**config.mk**
```make
export PLATFORM = sky130hd
export DESIGN_NAME = pc_gen_flat
export DESIGN_NICKNAME = d
export VERILOG_FILES = /design/src/rtl/pc_gen_pkg.sv /design/src/rtl/pc_gen_if.sv /design/src/rtl/pc_gen.sv /design/src/flat_wrapper.sv
export SDC_FILE = /design/constraint.sdc
export NUM_CORES = 1
export LEC_CHECK = 0
export ABC_AREA = 0
export CELL_PAD_IN_SITES_DETAIL_PLACEMENT = 0
export CELL_PAD_IN_SITES_GLOBAL_PLACEMENT = 2
export CORE_MARGIN = 2
export CORE_UTILIZATION = 29
export CTS_BUF_LIST = sky130_fd_sc_hd__clkbuf_16
export DETAILED_ROUTE_END_ITERATION = 6
export PLACE_DENSITY_LB_ADDON = 0.1
export RECOVER_POWER = 25
export SYNTH_ARGS = -nofsm -noshare
export SYNTH_HDL_FRONTEND = slang
export SYNTH_SLANG_ARGS = --single-unit
```
**constraint.sdc**
```tcl
create_clock -name clk -period 5.8 [get_ports clk]
set_input_delay 1.16 -clock clk [delete_from_list [all_inputs] [get_ports clk]]
set_output_delay 1.16 -clock clk [all_outputs]
set_load 0.005 [all_outputs]
```
**src/rtl/pc_gen_pkg.sv**
```systemverilog
// pc_gen_pkg: shared types and constants for the program-counter generator
package pc_gen_pkg;
    typedef logic [31:0] addr_t;
    typedef enum logic [1:0] {S_BOOT, S_RUN, S_HALT} pc_gen_state_e;
    localparam int INSTR_BYTES = 4;
endpackage

```
**src/rtl/pc_gen_if.sv**
```systemverilog
// pc_gen_if: fetch-address (pc) and redirect decoupled ports of pc_gen
//   pc_valid/pc_ready/pc_addr       : fetch address stream to instr_fetch
//   redir_valid/redir_ready/redir_addr : redirect target from execute/commit
//   master = pc_gen side, slave = environment side
interface pc_gen_if;
    import pc_gen_pkg::*;
    logic  pc_valid;
    logic  pc_ready;
    addr_t pc_addr;
    logic  redir_valid;
    logic  redir_ready;
    addr_t redir_addr;
    modport master (output pc_valid, pc_addr, redir_ready,
                    input  pc_ready, redir_valid, redir_addr);
    modport slave  (input  pc_valid, pc_addr, redir_ready,
                    output pc_ready, redir_valid, redir_addr);
endinterface

```
**src/rtl/pc_gen.sv**
```systemverilog
// pc_gen: program-counter generator issuing sequential word-aligned fetch addresses
//   clk, rst : clock, asynchronous active-high reset
//   bus      : pc (out) and redirect (in) decoupled ports
//   halt     : level; stop issuing once the current offer completes
//   flush    : one-cycle pulse on every accepted redirect
//   issued   : count of pc fires since reset
module pc_gen
    import pc_gen_pkg::*;
#(
    parameter addr_t RESET_VECTOR = 32'h8000_0000,
    parameter int    BOOT_CYCLES  = 2,
    parameter int    STEP         = INSTR_BYTES
) (
    input  logic        clk,
    input  logic        rst,
    pc_gen_if.master    bus,
    input  logic        halt,
    output logic        flush,
    output logic [31:0] issued
);
    pc_gen_state_e state_q, state_d;
    addr_t         cur_q;
    logic [3:0]    boot_cnt_q;
    logic [31:0]   issued_q;
    logic          redir_fire, pc_fire;

    always_ff @(posedge clk or posedge rst) begin
        if (rst) state_q <= S_BOOT;
        else     state_q <= state_d;
    end

    // A redirect in S_HALT keeps the FSM halted even if halt drops that cycle.
    always_comb begin
        state_d = state_q;
        case (state_q)
            S_BOOT:  state_d = (boot_cnt_q == 4'(BOOT_CYCLES - 1)) ? S_RUN : S_BOOT;
            S_RUN:   state_d = (halt && (pc_fire || !bus.pc_valid)) ? S_HALT : S_RUN;
            S_HALT:  state_d = (!halt && !redir_fire) ? S_RUN : S_HALT;
            default: state_d = S_BOOT;
        endcase
    end

    // Redirect always wins: it withdraws any pending offer in the same cycle the
    // flush tells instr_fetch to discard.
    always_comb begin
        redir_fire      = bus.redir_valid && !rst;
        flush           = redir_fire;
        bus.redir_ready = 1'b1;
        bus.pc_valid    = (state_q == S_RUN) && !bus.redir_valid;
        bus.pc_addr     = cur_q;
        pc_fire         = bus.pc_valid && bus.pc_ready;
    end

    always_ff @(posedge clk or posedge rst) begin
        if (rst) begin
            cur_q      <= RESET_VECTOR;
            boot_cnt_q <= '0;
            issued_q   <= '0;
        end else begin
            if (redir_fire)   cur_q <= {bus.redir_addr[31:2], 2'b00};
            else if (pc_fire) cur_q <= cur_q + addr_t'(STEP);
            if (state_q == S_BOOT) boot_cnt_q <= boot_cnt_q + 4'd1;
            if (pc_fire) issued_q <= issued_q + 32'd1;
        end
    end

    assign issued = issued_q;
endmodule

```
**src/flat_wrapper.sv**
```systemverilog
// flat-port wrapper written by rule: the top's interface ports become plain ports
module pc_gen_flat import pc_gen_pkg::*;
#(
    parameter addr_t RESET_VECTOR = 32'h8000_0000,
    parameter int    BOOT_CYCLES  = 2,
    parameter int    STEP         = INSTR_BYTES
)
  (clk, rst, halt, flush, issued, bus_pc_valid, bus_pc_addr, bus_redir_ready, bus_pc_ready, bus_redir_valid, bus_redir_addr);
  pc_gen_if bus_i ();
  input  logic clk;
  input  logic rst;
  input  logic halt;
  output logic flush;
  output logic [31:0] issued;
  output wire logic [$bits(bus_i.pc_valid)-1:0] bus_pc_valid;
  output wire logic [$bits(bus_i.pc_addr)-1:0] bus_pc_addr;
  output wire logic [$bits(bus_i.redir_ready)-1:0] bus_redir_ready;
  input wire logic [$bits(bus_i.pc_ready)-1:0] bus_pc_ready;
  input wire logic [$bits(bus_i.redir_valid)-1:0] bus_redir_valid;
  input wire logic [$bits(bus_i.redir_addr)-1:0] bus_redir_addr;
  assign bus_pc_valid = bus_i.pc_valid;
  assign bus_pc_addr = bus_i.pc_addr;
  assign bus_redir_ready = bus_i.redir_ready;
  assign bus_i.pc_ready = bus_pc_ready;
  assign bus_i.redir_valid = bus_redir_valid;
  assign bus_i.redir_addr = bus_redir_addr;
  pc_gen #(.RESET_VECTOR(RESET_VECTOR), .BOOT_CYCLES(BOOT_CYCLES), .STEP(STEP)) u_core (.clk(clk), .rst(rst), .bus(bus_i), .halt(halt), .flush(flush), .issued(issued));
endmodule
```
# Word level (Yosys, flattened, before mapping)
# Index checks and enable logic that the tools add are counted.
[word_totals]
n_memories = 0
romBits = 0
word_cells = 29
ramBits = 0
output_inout_bits = 67
latchBits = 0
regBits = 70
[op_classes]
bitwise = 0
multipliers = 0
mux = 6
shift = 0
n_lt_le_gt_ge = 0
n_reduce_logical = 13
n_div = 0
n_eq_ne = 3
n_addsub = 3
[op_table]
columns = ["cell", "n"]
rows = [
  ["32-bit 2-to-1 mux", 2],
  ["32-bit by 1-bit adder with 32-bit output, second input constant", 1],
  ["32-bit by 3-bit adder with 32-bit output, second input constant", 1],
  ["2-bit one-hot mux with 3 select lines", 1],
  ["1-bit logical AND", 5],
  ["1-bit logical NOT", 5],
  ["4-bit by 1-bit adder with 4-bit output, second input constant", 1],
  ["4-bit by 1-bit == test with 1-bit output, second input constant", 1],
  ["2-bit 2-to-1 mux", 2],
  ["2-bit by 1-bit == test with 1-bit output, second input constant", 1],
  ["2-bit == test, second input constant", 1],
  ["2-bit logical NOT", 1],
  ["2-bit nonzero test", 1],
  ["1-bit logical OR", 1],
  ["1-bit 2-to-1 mux", 1],
]

# Logic depth before layout (Yosys ltp)
[depth]
depth_word = 7
depth_mapped = 7
depth_no_buf = 6

# Worst setup path before layout
# Ideal clock, no wire load.
[synth_path]
path_kind = "input to output"
start = "in rst"
end = "out flush"
setup_slack_ns = 0.995
cell_stages = 4
n_path_buf = 1
t_arrival_ns = 3.645
path_cell_list = "inv_1 -> nand2_1 -> clkinv_1 -> clkbuf_1"
[synth_between]
elab_chain_cells = 2
[synth_lines]
columns = ["element", "line", "source"]
rows = [
  ["from (decl)", "flat_wrapper.sv:11", "input logic rst;"],
  ["1-bit logical NOT", "pc_gen.sv:46", "redir_fire = bus.redir_valid && !rst;"],
  ["1-bit logical AND", "pc_gen.sv:46", ""],
  ["to (decl)", "flat_wrapper.sv:13", "output logic flush;"],
]
# No other way between the ends.

# Final worst setup path
[layout_path]
start = "in bus_redir_valid"
end = "out flush"
[layout_between]
elab_chain_cells = 1
[layout_lines]
columns = ["element", "line", "source"]
rows = [
  ["from (decl)", "flat_wrapper.sv:19", "input wire logic [$bits(bus_i.redir_valid)-1:0] bus_redir_valid;"],
  ["1-bit logical AND", "pc_gen.sv:46", ""],
]
# No other way between the ends.

==> flow_metrics.env <==
export IMPL_crit_path_max_fanout=10
export IMPL_fillers=1233
export IMPL_maxCapViolations=1
export IMPL_r2r_start="u_core.state_q[1]"
export IMPL_synthTopCellsByArea="dfrtp_1, xnor2_1, xor2_1"
export IMPL_cts_resized_gates=0
export IMPL_synth_flop_cell="dfrtp_1"
export IMPL_dpl_cell_area_um2=4670
export IMPL_peakVddDrop_mv=0.164
export IMPL_postLayoutCoreUtil_pct=41.5
export IMPL_status="finished, violations left"
export IMPL_synth_area_um2=3570
export IMPL_nets=495
export IMPL_boundaryPins=104
export IMPL_holdBufCountCts=0
export IMPL_p_leak_nw=2.01
export IMPL_finalMaxSlewViolations=70
export IMPL_antenna_found_initial=0
export IMPL_finalSetupViolations=0
export IMPL_hpwl_um=6450
export IMPL_die_h_um=115
export IMPL_slowest_delay_ns=0.64
export IMPL_ant_nets=0
export IMPL_syn_area_per_cell_um2=10.0
export IMPL_clkSinkCount=68
export IMPL_required_ns=4.64
export IMPL_min_period_ns=3.92
export IMPL_first_pass_iters=5
export IMPL_synthCells=356
export IMPL_p_total_mw=1.53
export IMPL_wl_per_cell_um=14.8
export IMPL_die_width_um=115
export IMPL_worst_pin_slew_ns=1.78
export IMPL_crit_family="buffers and inverters"
export IMPL_hold_path_class="flip-flop to flip-flop"
export IMPL_finalHoldViolations=0
export IMPL_grt_pass1_wl_um=14500
export IMPL_crit_start="bus_redir_valid"
export IMPL_fmax_ghz=0.255
export IMPL_finClkSkew_ns=0.00667
export IMPL_fin_setup_tns_ns=0
export IMPL_startpoint_type="input pin"
export IMPL_gp_congestion=0.733
export IMPL_row_count=40
export IMPL_drt_iter0_markers=192
export IMPL_track_usage_pct=14.1
export IMPL_routed_wl_um=8980
export IMPL_dieArea_um2=13200
export IMPL_violations="capacitance limit, slew limit"
export IMPL_cts_root_buf="clkbuf_16"
export IMPL_grt_pass1_vias=2809
export IMPL_min_period_over_period_pct=67.7
export IMPL_slew_headroom_pct=-18.4
export IMPL_mostFrequentLayoutCell="clkdlybuf4s50_1"
export IMPL_vias=2893
export IMPL_drcViolationCount=0
export IMPL_cts_buffers=9
export IMPL_synth_edf_count=0
export IMPL_clk_path_buf_depth=2
export IMPL_regToRegSetupSlack_ns=3.30
export IMPL_fin_area_um2=4990
export IMPL_slowest_stage="dlygate4sd3_1"
export IMPL_path_class="input pin to primary output"
export IMPL_ys_warn_count=0
export IMPL_clk_latency_ns=0.33
export IMPL_yosysTopAreaCell="dfrtp_1"
export IMPL_cts_tree="built"
export IMPL_crit_cells=4
export IMPL_ys_ff_latch=68
export IMPL_finalNonFillerCells=606
export IMPL_grt_ovfl_total=0
export IMPL_reg2reg_to="u_core.issued[27]"
export IMPL_crit_path_end="flush"
export IMPL_powerDensity_nw_per_um2=307
export IMPL_initial_core_util_pct=29.7
export IMPL_synth_top_area_share_pct=47.0
export IMPL_io_buffers=98
export IMPL_arrival_ns=2.76
export IMPL_syn_to_final_growth_pct=39.9
export IMPL_core_area_um2=12000
export IMPL_synth_cell_types=44
export IMPL_viasPerCell=4.77
export IMPL_dp_cells=590
export IMPL_cp_num_buf_inv=3
export IMPL_endpoint_kind="primary output"
export IMPL_drive_above_1_share_pct=6.75
export IMPL_path_cells="dlygate4sd3_1 -> nand2_1 -> clkinv_1 -> clkdlybuf4s50_1"
export IMPL_ys_seq_area_share_pct=47.8
export IMPL_post_cts_setup_buffers=0
export IMPL_grt_max_degree=70
export IMPL_antenna_cells=0
export IMPL_final_cell_mix="clkdlybuf4s50_1, dfrtp_1, nand2_1, xnor2_1"
export IMPL_synthArstFlopShare_pct=100
export IMPL_clkSlewWorstSetupHoldPaths_ns=0.05
export IMPL_rsz0062_at_grt="no"
export IMPL_reg2reg_depth=5
export IMPL_ctsHtreeMaxLevel=3
sequential cells by signal (all words and copies together) (netlist names):
signal	flops
u_core.boot_cnt_q	4
u_core.bus.pc_addr	30
u_core.issued	32
u_core.state_q	2
area by class of cell:
cell class              instances  area, um^2  area share [%]
inverters                       7        26.3           0.527
flip-flops and latches         68        1700            34.1
multi-input cells             268        1740            34.9
well taps                     147         184            3.69
clock inverters                 7         115            2.31
repair buffers                100         993            19.9
clock buffers                   9         225            4.52
cell usage after synthesis (2+ instances only):
cell type  count
o21ai_0        3
buf_4          6
nor2_1        15
nand2_1       55
clkbuf_1       5
nor2b_1        4
xnor2_1       38
inv_1          6
nand3_1       20
a21oi_1        5
nor3_2         3
nor4_2         6
xor2_1        25
o21ai_1       25
nor4_1         2
dfrtp_1       67
nor3_1         7
or2_1          2
conb_1         2
and3_1         9
nand4_1       15
ha_1           4
and4_1        11
worst min-delay path by stage:
stage,startpoint,cells past startpoint,slack (ns),endpoint
2_1_floorplan,u_core.boot_cnt_q[3],1,0.45,u_core.boot_cnt_q[3]
3_3_place_gp,u_core.issued[31],1,0.46,u_core.issued[31]
3_5_place_dp,u_core.issued[31],1,0.46,u_core.issued[31]
4_1_cts,u_core.issued[31],1,0.47,u_core.issued[31]
5_1_grt,u_core.issued[31],1,0.48,u_core.issued[31]
6_report,u_core.issued[31],1,0.47,u_core.issued[31]
report_power, final:
group | internal [mW] | switching, mW | total (mW)
Combinational | 0.167 | 0.117 | 0.284
Sequential | 0.537 | 0.0835 | 0.621
Clock | 0.418 | 0.210 | 0.628
through the flow:
step                worst slack (ns)  hold WS [ns]
floorplan                      0.995         0.447
CTS                             1.89         0.472
global route                    1.73         0.483
global placement                1.89         0.460
finish                          1.88         0.465
detailed placement              1.90         0.464
per-layer routing:
metal  up-vias  share of wire (%)  GRT usage, %  wire, um
met4         0                1.5          6.02       132
met3         9                4.4          3.16       391
met1      1381                 48          18.8      4300
met2        74                 46          22.2      4160
met5         -                  0             0         0
li1       1429                  -             -         -
cell families (layout without fill, tap and decap cells):
kind of cell    after synthesis  after routing  share of synthesized area (%)
buf+inv                      21            123                           3.09
flops                        68             68                           47.8
compound gates               36             36                           5.19
simple gates                161            161                           26.6
other cells                   2              3                          0.211
fa+ha+maj                     4              4                           1.40
mux                           1              1                          0.281
xor+xnor                     63             63                           15.5
(Power assumes the default switching activity.)
